## src/rtl/mod_updown_counter.sv

```systemverilog
// Modulo up/down counter: parallel load, sync clear, auto-reload or one-shot halt.
// Optional step prescaler enabled by defining COUNTER_PRESCALE_EN.
module mod_updown_counter #(
    parameter int unsigned WIDTH     = 4,
    parameter int unsigned MAX_VALUE = 9,
    parameter int unsigned ONE_SHOT  = 0,
    parameter int unsigned PRESCALE  = 4
) (
    input  logic             clk,
    input  logic             reset,
    input  logic             enable,
    input  logic             sync_clr,
    input  logic             load,
    input  logic [WIDTH-1:0] load_value,
    input  logic             up_dn,
    output logic [WIDTH-1:0] count,
    output logic             tc,
    output logic             wrap,
    output logic             done
);

    typedef enum logic {RUN, HALT} state_t;

    localparam logic [WIDTH-1:0] MAX_CNT = WIDTH'(MAX_VALUE);

    state_t           state_q, state_d;
    logic [WIDTH-1:0] count_d;
    logic [WIDTH-1:0] cnt_step;
    logic             wrap_d;
    logic             done_q, done_d;
    logic             step;
    logic             at_term;
    logic             next_term;

`ifdef COUNTER_PRESCALE_EN
    localparam int unsigned     PS_W    = (PRESCALE > 1) ? $clog2(PRESCALE) : 1;
    localparam logic [PS_W-1:0] PS_LAST = PS_W'(PRESCALE - 1);

    logic [PS_W-1:0] ps_q, ps_d;

    always_comb begin
        ps_d = ps_q;
        if (sync_clr || load) begin
            ps_d = '0;
        end else if (enable) begin
            ps_d = (ps_q == PS_LAST) ? '0 : ps_q + PS_W'(1);
        end
    end

    always_ff @(posedge clk or negedge reset) begin
        if (!reset) begin
            ps_q <= '0;
        end else begin
            ps_q <= ps_d;
        end
    end

    assign step = enable && (ps_q == PS_LAST);
`else
    assign step = enable;
`endif

    assign at_term   = up_dn ? (count == MAX_CNT) : (count == '0);
    assign cnt_step  = up_dn ? count + WIDTH'(1) : count - WIDTH'(1);
    assign next_term = up_dn ? (cnt_step == MAX_CNT) : (cnt_step == '0);
    assign tc        = at_term;

    always_comb begin
        count_d = count;
        wrap_d  = 1'b0;
        done_d  = done_q;
        state_d = state_q;
        if (sync_clr) begin
            count_d = up_dn ? '0 : MAX_CNT;
            done_d  = 1'b0;
            state_d = RUN;
        end else if (load) begin
            count_d = (load_value > MAX_CNT) ? MAX_CNT : load_value;
            done_d  = 1'b0;
            state_d = RUN;
        end else if (step && (state_q == RUN)) begin
            if (ONE_SHOT != 0) begin
                // A step from a loaded terminal value halts in place.
                if (at_term) begin
                    state_d = HALT;
                    done_d  = 1'b1;
                end else begin
                    count_d = cnt_step;
                    if (next_term) begin
                        state_d = HALT;
                        done_d  = 1'b1;
                    end
                end
            end else if (at_term) begin
                count_d = up_dn ? '0 : MAX_CNT;
                wrap_d  = 1'b1;
            end else begin
                count_d = cnt_step;
            end
        end
    end

    always_ff @(posedge clk or negedge reset) begin
        if (!reset) begin
            count   <= MAX_CNT;
            wrap    <= 1'b0;
            done_q  <= 1'b0;
            state_q <= RUN;
        end else begin
            count   <= count_d;
            wrap    <= wrap_d;
            done_q  <= done_d;
            state_q <= state_d;
        end
    end

    assign done = (ONE_SHOT != 0) ? done_q : 1'b0;

endmodule
```

## config.mk

```make
export PLATFORM = sky130hd
export DESIGN_NAME = mod_updown_counter
export DESIGN_NICKNAME = d
export VERILOG_FILES = /design/src/rtl/mod_updown_counter.sv
export SDC_FILE = /design/constraint.sdc
export NUM_CORES = 1
export LEC_CHECK = 0
export CORE_AREA = 2 2 39 41
export CTS_BUF_LIST = sky130_fd_sc_hd__clkbuf_4
export DETAILED_ROUTE_END_ITERATION = 16
export DIE_AREA = 0 0 41 43
export DONT_BUFFER_PORTS = 1
export HOLD_SLACK_MARGIN = 0.05
export MAX_ROUTING_LAYER = met4
export PLACE_DENSITY = 0.46
export RECOVER_POWER = 25
export SLEW_MARGIN = 20
export SYNTH_ARGS = -nofsm -noshare
export SYNTH_HDL_FRONTEND = slang
export SYNTH_SLANG_ARGS = --single-unit
```

## constraint.sdc

```tcl
create_clock -name clk -period 2 [get_ports clk]
set_input_delay 0.3 -clock clk [delete_from_list [all_inputs] [get_ports clk]]
set_output_delay 0.3 -clock clk [all_outputs]
set_load 0.03 [all_outputs]
```

==> flow_summary.ini <==
[status]
status = finished clean

[sta]
max_freq_ghz = 0.557
final-setup-viol-count = 0
drv_slew = 0
rsz0062_at_grt = no
fin_crit_sh = 0.898
period_needed_ns = 1.80
worst_slack_ns = 0.204
fin_skew_ns = 0.00413
hold_violations = 0
setup_tns_ns = 0

[critical_path]
r2r_cells = 6
r2r_slack_ns = 0.36
r2r-start = count[0]
crit_cells = 4
cp_max_fo = 5
worstSetupEndpointType = output pin
cp_top_family = flip-flops
cpMaxStageDelayCell = dfstp_2
reg2reg_to = count[2]
worst-path-buf-inv = 2
max_stage_delay_ns = 0.52
cp-endpoint = tc
crit_arrival_ns = 1.50
crit_path_start_kind = register
criticalPathCategory = reg -> out
cp_cell_sequence = buf_4 > nor3_2 > o21ai_2 > inv_1
startpoint = count[0]
cp.required_ns = 1.70

[clock_tree]
htree_levels = 1
cts.repair.resized = 0
cts_setup_buffers = 0
clock_sinks = 5
clock_latency_ns = 0.25
clkTransAtPathRegs_ns = 0.05
clk_path_buf_depth = 2
numCtsBuffers = 3
cts_hold_buf = 1
root_buffer = clkbuf_4
cts_tree = yes

[synth]
synth.net_count = 61
ys_ff_latch = 5
yosysWarnings = 0
synth.avg_cell_area_um2 = 8.68
synth_cells = 48
syn-cell-area_um2 = 417
yosysSeqAreaShare = 0.306
netlist-cell-type-count = 27

[grt]
grt_use_total = 0.149
grt_pass1_vias = 363
grt_antenna_before_repair = 0
grt_overflow_total = 0
grt_first_pass_wirelength_mm = 1.59
grt_max_degree = 12

[drt]
drc = 0
drt_first_pass_iters = 4
ant_nets = 0
drt-total-wl_um = 985
wire_per_inst_um = 14.3
avgViaCountPerCell = 5.32
drt-initial-drc-count = 11
vias = 367

[pwr]
p_leak_uw = 0.000223
swShare = 0.349
peakVddDrop_mv = 0.308
combinationalPowerShare = 0.316
p_per_area_nw_per_um2 = 820
net-switching-power_uw = 138
p_clk_frac = 0.342
total_power_uw = 395
p_int_uw = 257
pwr-share-seq = 0.342

[die]
ios = 17
core-area_um2 = 1380
row_count = 14
die-height_um = 43
die-area_um2 = 1760
die-width_um = 41
start_util = 0.301

[cells_and_area]
drive_gt1_frac = 0.226
nets = 67
final_cell_mix = nor3_1 (6), inv_1 (4), clkbuf_4 (4)
diodes = 0
final_common_cell = nor3_1
area_delta_synth_final_pct = 15.6

[min_path]
hold_class = in -> reg
min_from = sync_clr
min_path_cells = 1

[job]
drv_cap = 0

[placed_design]
portBuffers = 0
dpl.hpwl_um = 798
dp_slack_ns = 0.348
globalplace.congestion = 0.690
## worst min-delay path by stage
stage | to | slack (ns)
finish | count[2] | 0.12
floorplan | count[1] | 0.004
detailed placement | wrap | 0.005
global route | count[2] | 0.10
global placement | wrap | 0.005
CTS | count[2] | 0.11
## per-layer routing
layer  GRT usage  vias up  part of all wire
li1            -      176                 -
met1       0.162      174              0.39
met2       0.203       12              0.48
met3      0.0471        5             0.079
met4       0.140        0             0.045
met5           -        -                 0
## power groups by stage
stage / Sequential, uW / Clock [uW] / Combinational [uW]
floorplan: 151 / 0 / 85.1
global placement: 137 / 0 / 122
detailed placement: 137 / 0 / 122
CTS: 136 / 141 / 126
global route: 138 / 148 / 137
finish: 135 / 135 / 125
## area by class of cell
cell class,instances,area (um^2)
timing repair buffer,4,32.5
sequential,5,128
tap,16,20.0
multi-input combinational,36,256
clock buffer,4,30.0
inverter,4,15.0
fill,164,902
## kinds of logic after synthesis
group                      Yosys count  share of synthesized area
other                                1                    0.00900
and+or+nand+nor                     16                      0.204
adders and majority gates            3                      0.108
xor gates and xnor gates             4                     0.0841
muxes                                1                     0.0240
DFF                                  5                      0.306
buffers and inverters                7                     0.0781
AOI/OAI and AO/OA                   11                      0.186
## synthesized netlist by cell type
cell	count	area [um^2]
a21oi_1	2	10.0
nor3_2	1	10.0
buf_4	1	7.51
nand2_1	2	7.51
a221oi_1	2	17.5
conb_1	1	3.75
o21ai_0	2	10.0
mux2i_1	1	10.0
nand2b_1	1	6.26
a21o_2	1	8.76
fa_1	1	20.0
buf_2	2	10.0
inv_1	4	15.0
nand3b_1	1	7.51
xor2_1	3	26.3
nor3_1	6	30.0
a21o_1	1	7.51
o21ai_2	1	8.76
nor2_1	3	11.3
ha_1	2	25.0
dfrtp_1	3	75.1
xnor2_1	1	8.76
nor2b_1	1	6.26
and3_1	1	6.26
a222oi_1	1	10.0
dfstp_2	2	52.6
o21ai_1	1	5.00
## state kept, by name (all words and copies together), names as in the netlist
register and cells:
count 4, wrap 1
## stage by stage
stage / area (um^2) / hold slack (ns) / cells / utilization
floorplan: 417 / 0.00441 / 48 / -
global placement: 442 / 0.00450 / 64 / 0.319
detailed placement: 442 / 0.00451 / 64 / 0.319
CTS: 482 / 0.109 / 69 / 0.348
global route: 482 / 0.104 / 69 / 0.348
finish: 482 / 0.118 / 69 / 0.348
Note: power is estimated with default switching activity, not from simulation.
